==> config.mk <==
export PLATFORM = sky130hd
export DESIGN_NAME = y86_seq_core_flat
export DESIGN_NICKNAME = d
export VERILOG_FILES = /design/src/rtl/y86_seq_core_if.sv /design/src/rtl/y86_seq_core.sv /design/src/flat_wrapper.sv
export SDC_FILE = /design/constraint.sdc
export NUM_CORES = 2
export LEC_CHECK = 0
export CAP_MARGIN = 20
export CORE_MARGIN = 2
export CORE_UTILIZATION = 35
export DETAILED_ROUTE_END_ITERATION = 8
export DONT_BUFFER_PORTS = 1
export PLACE_DENSITY = 0.49
export SLEW_MARGIN = 10
export SYNTH_ARGS = -nofsm -noshare
export SYNTH_HDL_FRONTEND = slang
export SYNTH_SLANG_ARGS = --single-unit
export TNS_END_PERCENT = 30
==> constraint.sdc <==
create_clock -name clk -period 18 [get_ports clk]
set_input_delay 0.9 -clock clk [delete_from_list [all_inputs] [get_ports clk]]
set_output_delay 0.9 -clock clk [all_outputs]
set_load 0.03 [all_outputs]
==> src/rtl/y86_seq_core_if.sv <==
// y86_seq_core_if
//   Bundles the signals between the fetch/memory side of the sequential
//   Y86-64 datapath and the decode/execute/writeback/PC core.
//
//   Fetch/memory -> core : icode, ifun, rA, rB, valC, valP, valM, dbg_sel
//   Core -> memory/debug : valA, valB, valE, cnd, zf, sf, of, pc, pc_next,
//                          dbg_data
//
//   master : the environment (fetch + data memory + debug host)
//   slave  : y86_seq_core
interface y86_seq_core_if;
    logic [3:0]  icode;
    logic [3:0]  ifun;
    logic [3:0]  rA;
    logic [3:0]  rB;
    logic [63:0] valC;
    logic [63:0] valP;
    logic [63:0] valM;

    logic [63:0] valA;
    logic [63:0] valB;
    logic [63:0] valE;
    logic        cnd;
    logic        zf;
    logic        sf;
    logic        of;
    logic [63:0] pc;
    logic [63:0] pc_next;

    logic [3:0]  dbg_sel;
    logic [63:0] dbg_data;

    modport master (
        output icode, ifun, rA, rB, valC, valP, valM, dbg_sel,
        input  valA, valB, valE, cnd, zf, sf, of, pc, pc_next, dbg_data
    );

    modport slave (
        input  icode, ifun, rA, rB, valC, valP, valM, dbg_sel,
        output valA, valB, valE, cnd, zf, sf, of, pc, pc_next, dbg_data
    );
endinterface

==> src/rtl/y86_seq_core.sv <==
// y86_seq_core
//   Decode/writeback, execute and PC-update stage of the sequential
//   Y86-64 processor. Holds the 15-entry register file, the condition-code
//   register (ZF/SF/OF) and the architectural PC.
//
//   Ports:
//     clk    : rising-edge clock
//     rst_n  : asynchronous active-low reset
//     bus    : y86_seq_core_if.slave
//              in : icode, ifun, rA, rB, valC, valP, valM, dbg_sel
//              out: valA, valB, valE, cnd, zf, sf, of, pc, pc_next, dbg_data
//
//   Parameters:
//     RESET_PC   : PC loaded on reset
//     STACK_INIT : %rsp (register 4) loaded on reset
module y86_seq_core #(
    parameter logic [63:0] RESET_PC   = 64'd1,
    parameter logic [63:0] STACK_INIT = 64'd128
) (
    input  logic             clk,
    input  logic             rst_n,
    y86_seq_core_if.slave    bus
);

    localparam logic [3:0] I_HALT  = 4'h0;
    localparam logic [3:0] I_NOP   = 4'h1;
    localparam logic [3:0] I_CMOV  = 4'h2;
    localparam logic [3:0] I_IRMOV = 4'h3;
    localparam logic [3:0] I_RMMOV = 4'h4;
    localparam logic [3:0] I_MRMOV = 4'h5;
    localparam logic [3:0] I_OP    = 4'h6;
    localparam logic [3:0] I_JXX   = 4'h7;
    localparam logic [3:0] I_CALL  = 4'h8;
    localparam logic [3:0] I_RET   = 4'h9;
    localparam logic [3:0] I_PUSH  = 4'hA;
    localparam logic [3:0] I_POP   = 4'hB;

    localparam logic [3:0] R_RSP   = 4'h4;
    localparam logic [3:0] R_NONE  = 4'hF;

    localparam logic [3:0] F_ADD   = 4'h0;
    localparam logic [3:0] F_SUB   = 4'h1;
    localparam logic [3:0] F_AND   = 4'h2;
    localparam logic [3:0] F_XOR   = 4'h3;

    // Architectural state
    logic [63:0] regs_q [0:14];
    logic [63:0] pc_q;
    logic [63:0] pc_d;
    logic        zf_q, sf_q, of_q;
    logic        zf_d, sf_d, of_d;

    // Decode / execute intermediates
    logic [3:0]  src_a, src_b;
    logic [3:0]  dst_e, dst_m;
    logic [63:0] val_a, val_b, val_e;
    logic        of_new;
    logic        cc_we;
    logic        cnd;

    // Signed overflow of valB + valA, judged from the three sign bits.
    function automatic logic add_ovf(input logic sa, input logic sb, input logic se);
        return (sa == sb) && (se != sb);
    endfunction

    // Signed overflow of valB - valA, judged from the three sign bits.
    function automatic logic sub_ovf(input logic sa, input logic sb, input logic se);
        return (sa != sb) && (se != sb);
    endfunction

    // Branch / conditional-move condition from the stored flags.
    function automatic logic cond_eval(input logic [3:0] fn, input logic z,
                                       input logic s, input logic o);
        logic lt;
        lt = s ^ o;
        case (fn)
            4'h0:    return 1'b1;
            4'h1:    return lt | z;
            4'h2:    return lt;
            4'h3:    return z;
            4'h4:    return ~z;
            4'h5:    return ~lt;
            4'h6:    return ~lt & ~z;
            default: return 1'b0;
        endcase
    endfunction

    // ---------------------------------------------------------------
    // Decode: choose source registers and read the register file
    // ---------------------------------------------------------------
    always_comb begin
        src_a = R_NONE;
        src_b = R_NONE;
        case (bus.icode)
            I_CMOV, I_RMMOV, I_OP, I_PUSH: src_a = bus.rA;
            I_RET, I_POP:                  src_a = R_RSP;
            default:                       src_a = R_NONE;
        endcase
        case (bus.icode)
            I_RMMOV, I_MRMOV, I_OP:        src_b = bus.rB;
            I_CALL, I_RET, I_PUSH, I_POP:  src_b = R_RSP;
            default:                       src_b = R_NONE;
        endcase
    end

    // Id 0xF has no storage behind it and always reads as zero.
    assign val_a = (src_a == R_NONE) ? 64'd0 : regs_q[src_a];
    assign val_b = (src_b == R_NONE) ? 64'd0 : regs_q[src_b];

    // Conditions look at the flags left by the previous OPq, not this one.
    assign cnd = ((bus.icode == I_CMOV) || (bus.icode == I_JXX))
               ? cond_eval(bus.ifun, zf_q, sf_q, of_q) : 1'b0;

    // ---------------------------------------------------------------
    // Execute: ALU and condition-code next state
    // ---------------------------------------------------------------
    always_comb begin
        val_e  = 64'd0;
        of_new = 1'b0;
        cc_we  = 1'b0;
        case (bus.icode)
            I_CMOV:           val_e = val_a;
            I_IRMOV:          val_e = bus.valC;
            I_RMMOV, I_MRMOV: val_e = val_b + bus.valC;
            I_OP: begin
                case (bus.ifun)
                    F_ADD: begin
                        val_e  = val_b + val_a;
                        of_new = add_ovf(val_a[63], val_b[63], val_e[63]);
                        cc_we  = 1'b1;
                    end
                    F_SUB: begin
                        val_e  = val_b - val_a;
                        of_new = sub_ovf(val_a[63], val_b[63], val_e[63]);
                        cc_we  = 1'b1;
                    end
                    F_AND: begin
                        val_e  = val_b & val_a;
                        cc_we  = 1'b1;
                    end
                    F_XOR: begin
                        val_e  = val_b ^ val_a;
                        cc_we  = 1'b1;
                    end
                    default: val_e = 64'd0;
                endcase
            end
            I_CALL, I_PUSH:   val_e = val_b - 64'd8;
            I_RET, I_POP:     val_e = val_b + 64'd8;
            default:          val_e = 64'd0;
        endcase

        zf_d = cc_we ? (val_e == 64'd0) : zf_q;
        sf_d = cc_we ? val_e[63]        : sf_q;
        of_d = cc_we ? of_new           : of_q;
    end

    // ---------------------------------------------------------------
    // Writeback destinations and next PC
    // ---------------------------------------------------------------
    always_comb begin
        dst_e = R_NONE;
        dst_m = R_NONE;
        case (bus.icode)
            I_IRMOV, I_OP:                 dst_e = bus.rB;
            I_CMOV:                        dst_e = cnd ? bus.rB : R_NONE;
            I_CALL, I_RET, I_PUSH, I_POP:  dst_e = R_RSP;
            default:                       dst_e = R_NONE;
        endcase
        case (bus.icode)
            I_MRMOV, I_POP:                dst_m = bus.rA;
            default:                       dst_m = R_NONE;
        endcase
    end

    always_comb begin
        pc_d = bus.valP;
        case (bus.icode)
            I_JXX:  pc_d = cnd ? bus.valC : bus.valP;
            I_CALL: pc_d = bus.valC;
            I_RET:  pc_d = bus.valM;
            I_NOP, I_CMOV, I_IRMOV, I_RMMOV, I_MRMOV, I_OP, I_PUSH, I_POP:
                    pc_d = bus.valP;
            // halt and undefined codes freeze the PC
            default: pc_d = pc_q;
        endcase
    end

    // ---------------------------------------------------------------
    // State update
    // ---------------------------------------------------------------
    always_ff @(posedge clk or negedge rst_n) begin
        if (!rst_n) begin
            for (int i = 0; i < 15; i++) begin
                regs_q[i] <= (i == 4) ? STACK_INIT : 64'd0;
            end
            pc_q <= RESET_PC;
            zf_q <= 1'b1;
            sf_q <= 1'b0;
            of_q <= 1'b0;
        end else begin
            pc_q <= pc_d;
            zf_q <= zf_d;
            sf_q <= sf_d;
            of_q <= of_d;
            if (dst_e != R_NONE) begin
                regs_q[dst_e] <= val_e;
            end
            // Port M is written last so it wins a collision (popq %rsp).
            if (dst_m != R_NONE) begin
                regs_q[dst_m] <= bus.valM;
            end
        end
    end

    assign bus.valA     = val_a;
    assign bus.valB     = val_b;
    assign bus.valE     = val_e;
    assign bus.cnd      = cnd;
    assign bus.zf       = zf_q;
    assign bus.sf       = sf_q;
    assign bus.of       = of_q;
    assign bus.pc       = pc_q;
    assign bus.pc_next  = pc_d;
    assign bus.dbg_data = (bus.dbg_sel == R_NONE) ? 64'd0 : regs_q[bus.dbg_sel];

endmodule

==> src/flat_wrapper.sv <==
// flat-port wrapper written by rule: the top's interface ports become plain ports
module y86_seq_core_flat 
#(
    parameter logic [63:0] RESET_PC   = 64'd1,
    parameter logic [63:0] STACK_INIT = 64'd128
)
  (clk, rst_n, bus_icode, bus_ifun, bus_rA, bus_rB, bus_valC, bus_valP, bus_valM, bus_dbg_sel, bus_valA, bus_valB, bus_valE, bus_cnd, bus_zf, bus_sf, bus_of, bus_pc, bus_pc_next, bus_dbg_data);
  y86_seq_core_if bus_i ();
  input  logic clk;
  input  logic rst_n;
  input wire logic [$bits(bus_i.icode)-1:0] bus_icode;
  input wire logic [$bits(bus_i.ifun)-1:0] bus_ifun;
  input wire logic [$bits(bus_i.rA)-1:0] bus_rA;
  input wire logic [$bits(bus_i.rB)-1:0] bus_rB;
  input wire logic [$bits(bus_i.valC)-1:0] bus_valC;
  input wire logic [$bits(bus_i.valP)-1:0] bus_valP;
  input wire logic [$bits(bus_i.valM)-1:0] bus_valM;
  input wire logic [$bits(bus_i.dbg_sel)-1:0] bus_dbg_sel;
  output wire logic [$bits(bus_i.valA)-1:0] bus_valA;
  output wire logic [$bits(bus_i.valB)-1:0] bus_valB;
  output wire logic [$bits(bus_i.valE)-1:0] bus_valE;
  output wire logic [$bits(bus_i.cnd)-1:0] bus_cnd;
  output wire logic [$bits(bus_i.zf)-1:0] bus_zf;
  output wire logic [$bits(bus_i.sf)-1:0] bus_sf;
  output wire logic [$bits(bus_i.of)-1:0] bus_of;
  output wire logic [$bits(bus_i.pc)-1:0] bus_pc;
  output wire logic [$bits(bus_i.pc_next)-1:0] bus_pc_next;
  output wire logic [$bits(bus_i.dbg_data)-1:0] bus_dbg_data;
  assign bus_i.icode = bus_icode;
  assign bus_i.ifun = bus_ifun;
  assign bus_i.rA = bus_rA;
  assign bus_i.rB = bus_rB;
  assign bus_i.valC = bus_valC;
  assign bus_i.valP = bus_valP;
  assign bus_i.valM = bus_valM;
  assign bus_i.dbg_sel = bus_dbg_sel;
  assign bus_valA = bus_i.valA;
  assign bus_valB = bus_i.valB;
  assign bus_valE = bus_i.valE;
  assign bus_cnd = bus_i.cnd;
  assign bus_zf = bus_i.zf;
  assign bus_sf = bus_i.sf;
  assign bus_of = bus_i.of;
  assign bus_pc = bus_i.pc;
  assign bus_pc_next = bus_i.pc_next;
  assign bus_dbg_data = bus_i.dbg_data;
  y86_seq_core #(.RESET_PC(RESET_PC), .STACK_INIT(STACK_INIT)) u_core (.clk(clk), .rst_n(rst_n), .bus(bus_i));
endmodule
Word-level counts from Yosys, hierarchy flattened --
Cells that the tools add are included.
Storage, ports and cells: word-level logic and storage cells 121, register bits 1027, output and inout bits 388, input bits 214
Operators by class: $lt $le $gt $ge 7, muxes and demuxes 35, equal/unequal tests 26, reductions and logical operators 17, add/sub/neg operators 5, bitwise operators 12
Operators with widths (count):
- bitwise mux 960 bit | 2
- 2-to-1 mux 960 bit | 2
- binary-select mux 64 bit (select 4 bit) | 3
- 2-to-1 mux 64 bit | 12
- demux 64 bit (select 4 bit) | 2
- case mux 64 bit (4 select lines) | 2
- case mux 64 bit (6 select lines) | 1
- adder 64 bit | 2
- adder 64 x 4 -> 64 bit, second input constant | 1
- AND 64 bit | 1
- zero test 64 bit | 1
- subtractor 64 x 4 -> 64 bit, second input constant | 1
- subtractor 64 bit | 1
- bitwise XOR 64 bit | 1
- equality test 4 x 3 -> 1 bit, second input constant | 7
- equality test 4 bit, second input constant | 7
- greater-or-equal comparator 5 bit, second input constant | 5
- NOT 4 -> 5 bit | 5
- equality test 4 x 2 -> 1 bit, second input constant | 4
- case mux 4 bit (2 select lines) | 2
- case mux 4 bit (3 select lines) | 1
- OR reduction 4 bit | 3
- less-than comparator 5 x 1 -> 1 bit, second input constant | 2
- OR reduction 2 bit | 5
- 17 further kinds | 29

Longest topological paths before layout --
depth after elaboration 16, mapped depth 35, depth with buffers taken out 27

Worst setup path after synthesis --
OpenSTA, ideal clock, no wires.
path type input to output, start input port bus_icode[3], end output port bus_valE[63], arrival time 9.209 ns, path slack 7.891 ns, path buffers 5, required time 17.100 ns, cell stages on the path 25, cells stage by stage clkbuf_1 > nand3b_1 > clkbuf_1 > o41ai_2 > nand2_1 > a21oi_1 > a2111oi_0 > inv_1 > ha_1 > buf_1 > nand2_1 > o21a_1 > a41oi_1 > a41oi_1 > o21bai_1 > a21boi_0 > a31oi_1 > o2111ai_1 > a21boi_0 > nor2_1 > a221oi_1 > and4_1 > clkbuf_1 > clkbuf_1 > inv_1
Between the ends: cells in the longest elaborated chain, start to end 11, elaborated cells on any way between the ends 38, classes of those cells 5 x add/sub; 11 x eq/ne; 12 x mux; 4 x bitwise; 6 x reduce/logical
RTL lines:
- start, declared | RTL line flat_wrapper.sv:11 | input wire logic [$bits(bus_i.icode)-1:0] bus_icode;
- equality test 4 x 3 -> 1 bit (tied with other cells) | RTL line y86_seq_core.sv:94 | case (bus.icode)
- OR reduction 4 bit or OR reduction 2 bit (tied branches) | RTL line y86_seq_core.sv:94
- case mux 4 bit (2 select lines) (*) | RTL line y86_seq_core.sv:94
- NOT 4 -> 5 bit (not written as such) | RTL line y86_seq_core.sv:107 | assign val_a = (src_a == R_NONE) ? 64'd0 : regs_q[src_a];
- binary-select mux 64 bit (select 4 bit) | RTL line y86_seq_core.sv:107
- 2-to-1 mux 64 bit (not written as such) (2 in series) | RTL line y86_seq_core.sv:107
- 2-to-1 mux 64 bit (*) | RTL line y86_seq_core.sv:107
- net bus_valA[24] | RTL line flat_wrapper.sv:19 | output wire logic [$bits(bus_i.valA)-1:0] bus_valA;
- subtractor 64 bit or adder 64 bit (tied branches) | RTL line y86_seq_core.sv:133, y86_seq_core.sv:128
- case mux 64 bit (4 select lines) (*) | RTL line y86_seq_core.sv:126 | case (bus.ifun)
- case mux 64 bit (6 select lines) (*) | RTL line y86_seq_core.sv:121 | case (bus.icode)
- end, declared | RTL line flat_wrapper.sv:21 | output wire logic [$bits(bus_i.valE)-1:0] bus_valE;
The timed path passes the listed nets; every way through them passes the cells marked *. The select of a mux whose other input is x is not followed.

Worst setup path after layout --
start input port bus_icode[1], end output port bus_valE[63]
Between the ends: cells in the longest elaborated chain, start to end 11, elaborated cells on any way between the ends 38, classes of those cells 5 x add/sub; 11 x eq/ne; 12 x mux; 4 x bitwise; 6 x reduce/logical
RTL lines:
- equality test 4 bit (tied with other cells) | RTL line y86_seq_core.sv:99, y86_seq_core.sv:121
- OR reduction 4 bit (tied with other cells) | RTL line y86_seq_core.sv:99 | case (bus.icode)
- case mux 4 bit (2 select lines) (on tied branches) | RTL line y86_seq_core.sv:99, y86_seq_core.sv:94
- NOT 4 -> 5 bit (on tied branches) | RTL line y86_seq_core.sv:108, y86_seq_core.sv:107
- binary-select mux 64 bit (select 4 bit) (on tied branches) | RTL line y86_seq_core.sv:108, y86_seq_core.sv:107
- 2-to-1 mux 64 bit (on tied branches) (3 in series) | RTL line y86_seq_core.sv:108, y86_seq_core.sv:107
- subtractor 64 bit (tied with other cells) | RTL line y86_seq_core.sv:133 | val_e = val_b - val_a;
- case mux 64 bit (4 select lines) | RTL line y86_seq_core.sv:126
- case mux 64 bit (6 select lines) (*) | RTL line y86_seq_core.sv:121
Mark *: on every way between the ends. The rest lies on a longest branch, timed or not. The select of a mux whose other input is x is not followed.

==> run metrics <==
Post-synth EDFFs 0; Synth Area in Compound Gates roughly a quarter; Initial Util between 30% and 40%; Max-slew headroom about an eighth; Setup CP Type in2out; Port Buffer Count 0; crit path launch type input port; P&R area growth vs syn 10.64%; Clock Sinks approximately 1000; Avg Inst Size Synth roughly 7.3 um2; Worst-path clk slew 0.06 ns; fin crit period around 12 ns; part of the Yosys area used for sequential elements between 20 and 30%; Max rail drop VDD approximately 78 uV; max_cap viols 0; Final nets roughly 12000; Finish-stage setup viols 0; drt initial violations 17340; Fillers around 27000; Final ANT Viol Nets 0; Seq cells post-synth about 1000; final hold violations 0; final WL 605700 um; I/O pin count roughly 600; post-synthesis async set-or-reset flop share 100.0%; area occupied by multi-input gates about 62000 um2; Post-Synth XOR/XNOR Area roughly 1.1%; failing checks DRC; ranking of synthesized cells by area dfrtp_1, nand2_1, o21ai_0; CP max FO 44; Die Span Y approximately 520 um; HPWL after DPL just under 400000 um; first-pass GRT wire length 819800 um; hold_buf cts 2; cell count after synthesis between 10000 and 15000; worst min-delay path class in2reg; fin crit share 68.58%; most frequent cells in the layout nand2_1, o21ai_0, dfrtp_1; Residual DRC 13; PD cells around 120 nW/um2; row cnt 188; RSZ-0062 raised after global routing no; Final Core Density 38.87%; Pleak ~0.04 uW; gp weighted congestion around 1.0; ys flop type dfrtp_1; die width a little over 500 um; post-synth top area cell dfrtp_1; post-synth cell types between 100 and 150; largest net degree at the start of global routing around 260; gr ovfl total 0; CP endpoint kind output pin; Synth top area share roughly 28%; fmax slightly above 0.08 GHz; Syn Std Cell Area about 90000 um2; post-synthesis mux area share 10.60%; CP arrival 11.44 ns; CTS tree yes; skew final ~0.07 ns; CP peak stage delay ~1.1 ns; Max Buffers Root-to-Sink 4; initial antenna violation count between 60 and 70; via count between 100k and 150k; reg2reg setup slack roughly 8.2 ns; DR vias/cell 6.879; CP max stage cell a2111oi_2; Core ar. 261800 um2; number of global-route vias before repair just under 100k; Adder-Cell Fraction of Synth Area about 3.4%; clock network latency to the later pin of the worst-skew pair slightly below 0.9 ns; Reg area 25700 um2; critical path required time 17.10 ns; Syn Nets roughly 13000; All-Layer GR Usage between 40% and 50%; Pre-antenna DRT Iters 9; TritonCTS Buffers approximately 140; number of synthesis warnings 0; main combinational cell family by area after synthesis compound AO/OA/AOI/OAI gates; crit path cell chain nor2_2 > o31a_2 > buf_4 > buf_4 > mux2i_1 > mux2_2 > a2111oi_2 > inv_1 > ha_1 > nor4_1 > nand2_1 > o21ai_0 > a21oi_1 > o211a_1 > o21ai_0 > a31oi_1 > o2bb2ai_1 > mux2_2 > nand2_1 > and4_1 > inv_1; DIE AREA roughly 270000 um2; commonest non-fill, non-tap cell in the layout nand2_1; total negative slack 0 ns; Synth Area in Simple Gates approximately a quarter; layout cell share with drive strength beyond 1 around a tenth; Worst Tran Pin Value roughly 1.3 ns; postcts setup bufs 0; outcome finished with violations; Pins Over Slew Limit 0; CTS Root Cell clkbuf_16; CTS resizes 0; CTS H-Tree Depth 4; DR WL/cell between 30 and 40 um
==> where the power goes <==
part           switching [uW]  internal (uW)
Combinational            3340           1690
Clock                    1240           1790
Sequential                790           2920
==> cells by family after synthesis <==
kind of cell | count (synthesis)
and+or+nand+nor | 5196
adders and majority gates | 252
AOI/OAI and AO/OA | 3910
muxes | 646
xor gates and xnor gates | 112
buffers and inverters | 1463
DFF | 1027
==> worst max-delay path: cells and delay by family <==
family / cells / cell delay [ns]
AO/OA/AOI/OAI: 8 / 4.59
AND/OR/NAND/NOR: 5 / 2.65
buffers and inverters: 4 / 1.94
multiplexers: 3 / 0.75
adder cells (fa/ha/maj): 1 / 0.54
==> registers in the layout (all words and copies together), names as in the netlist <==
name / cells
u_core.regs_q: 960
u_core.bus.pc: 64
u_core.bus.of: 1
u_core.bus.sf: 1
u_core.bus.zf: 1
==> layer usage <==
metal  wire (um)  global-route usage, %
met1      224100                  54.31
met2      244300                  61.30
met3       96010                  20.04
met4       41070                  25.10
met5         271                      0
==> synth_stat cells, types with 242 or more instances <==
master and number:
nand2_1 3108, o21ai_0 1430, dfrtp_1 1024, clkbuf_1 905
a21oi_1 816, nand3_1 683, nor2_1 632, o211ai_1 466
mux2i_1 374, mux4_2 261, ha_1 243, buf_1 242
==> path summary, 6_finish.rpt <==
check                      cells past startpoint            endpoint                from
setup / recovery                              21        bus_valE[63]        bus_icode[1]
hold / removal                                 1  u_core.regs_q[890]        bus_valM[58]
setup reg to reg                              23       u_core.bus.zf  u_core.regs_q[643]
hold reg to reg                                2  u_core.regs_q[344]  u_core.regs_q[344]
max in group asynchronous                      8  u_core.regs_q[616]               rst_n
min in group asynchronous                      2       u_core.bus.of               rst_n
==> per-stage QoR <==
step	instances	area, um2	worst slack (ns)	power, uW	hold slack [ns]
after floorplan	12610	91980	7.891	6658	0.5217
after global placement	15290	96690	5.535	8464	0.5548
after detailed placement	15300	96820	5.510	8512	0.5462
after CTS	15540	101600	6.056	11540	0.1303
after global routing	15560	101700	5.723	12200	0.1441
final	15590	101800	5.656	11770	0.1545
==> layout make-up <==
class	count	share of cell area, %
multi-input combinational	10120	61.37
sequential	1027	25.26
tap	3515	4.322
clock buffer	194	3.970
timing repair buffer	398	3.385
inverter	244	0.9000
clock inverter	45	0.6627
antenna	53	0.1303
Power figures use the tool's default switching activity.
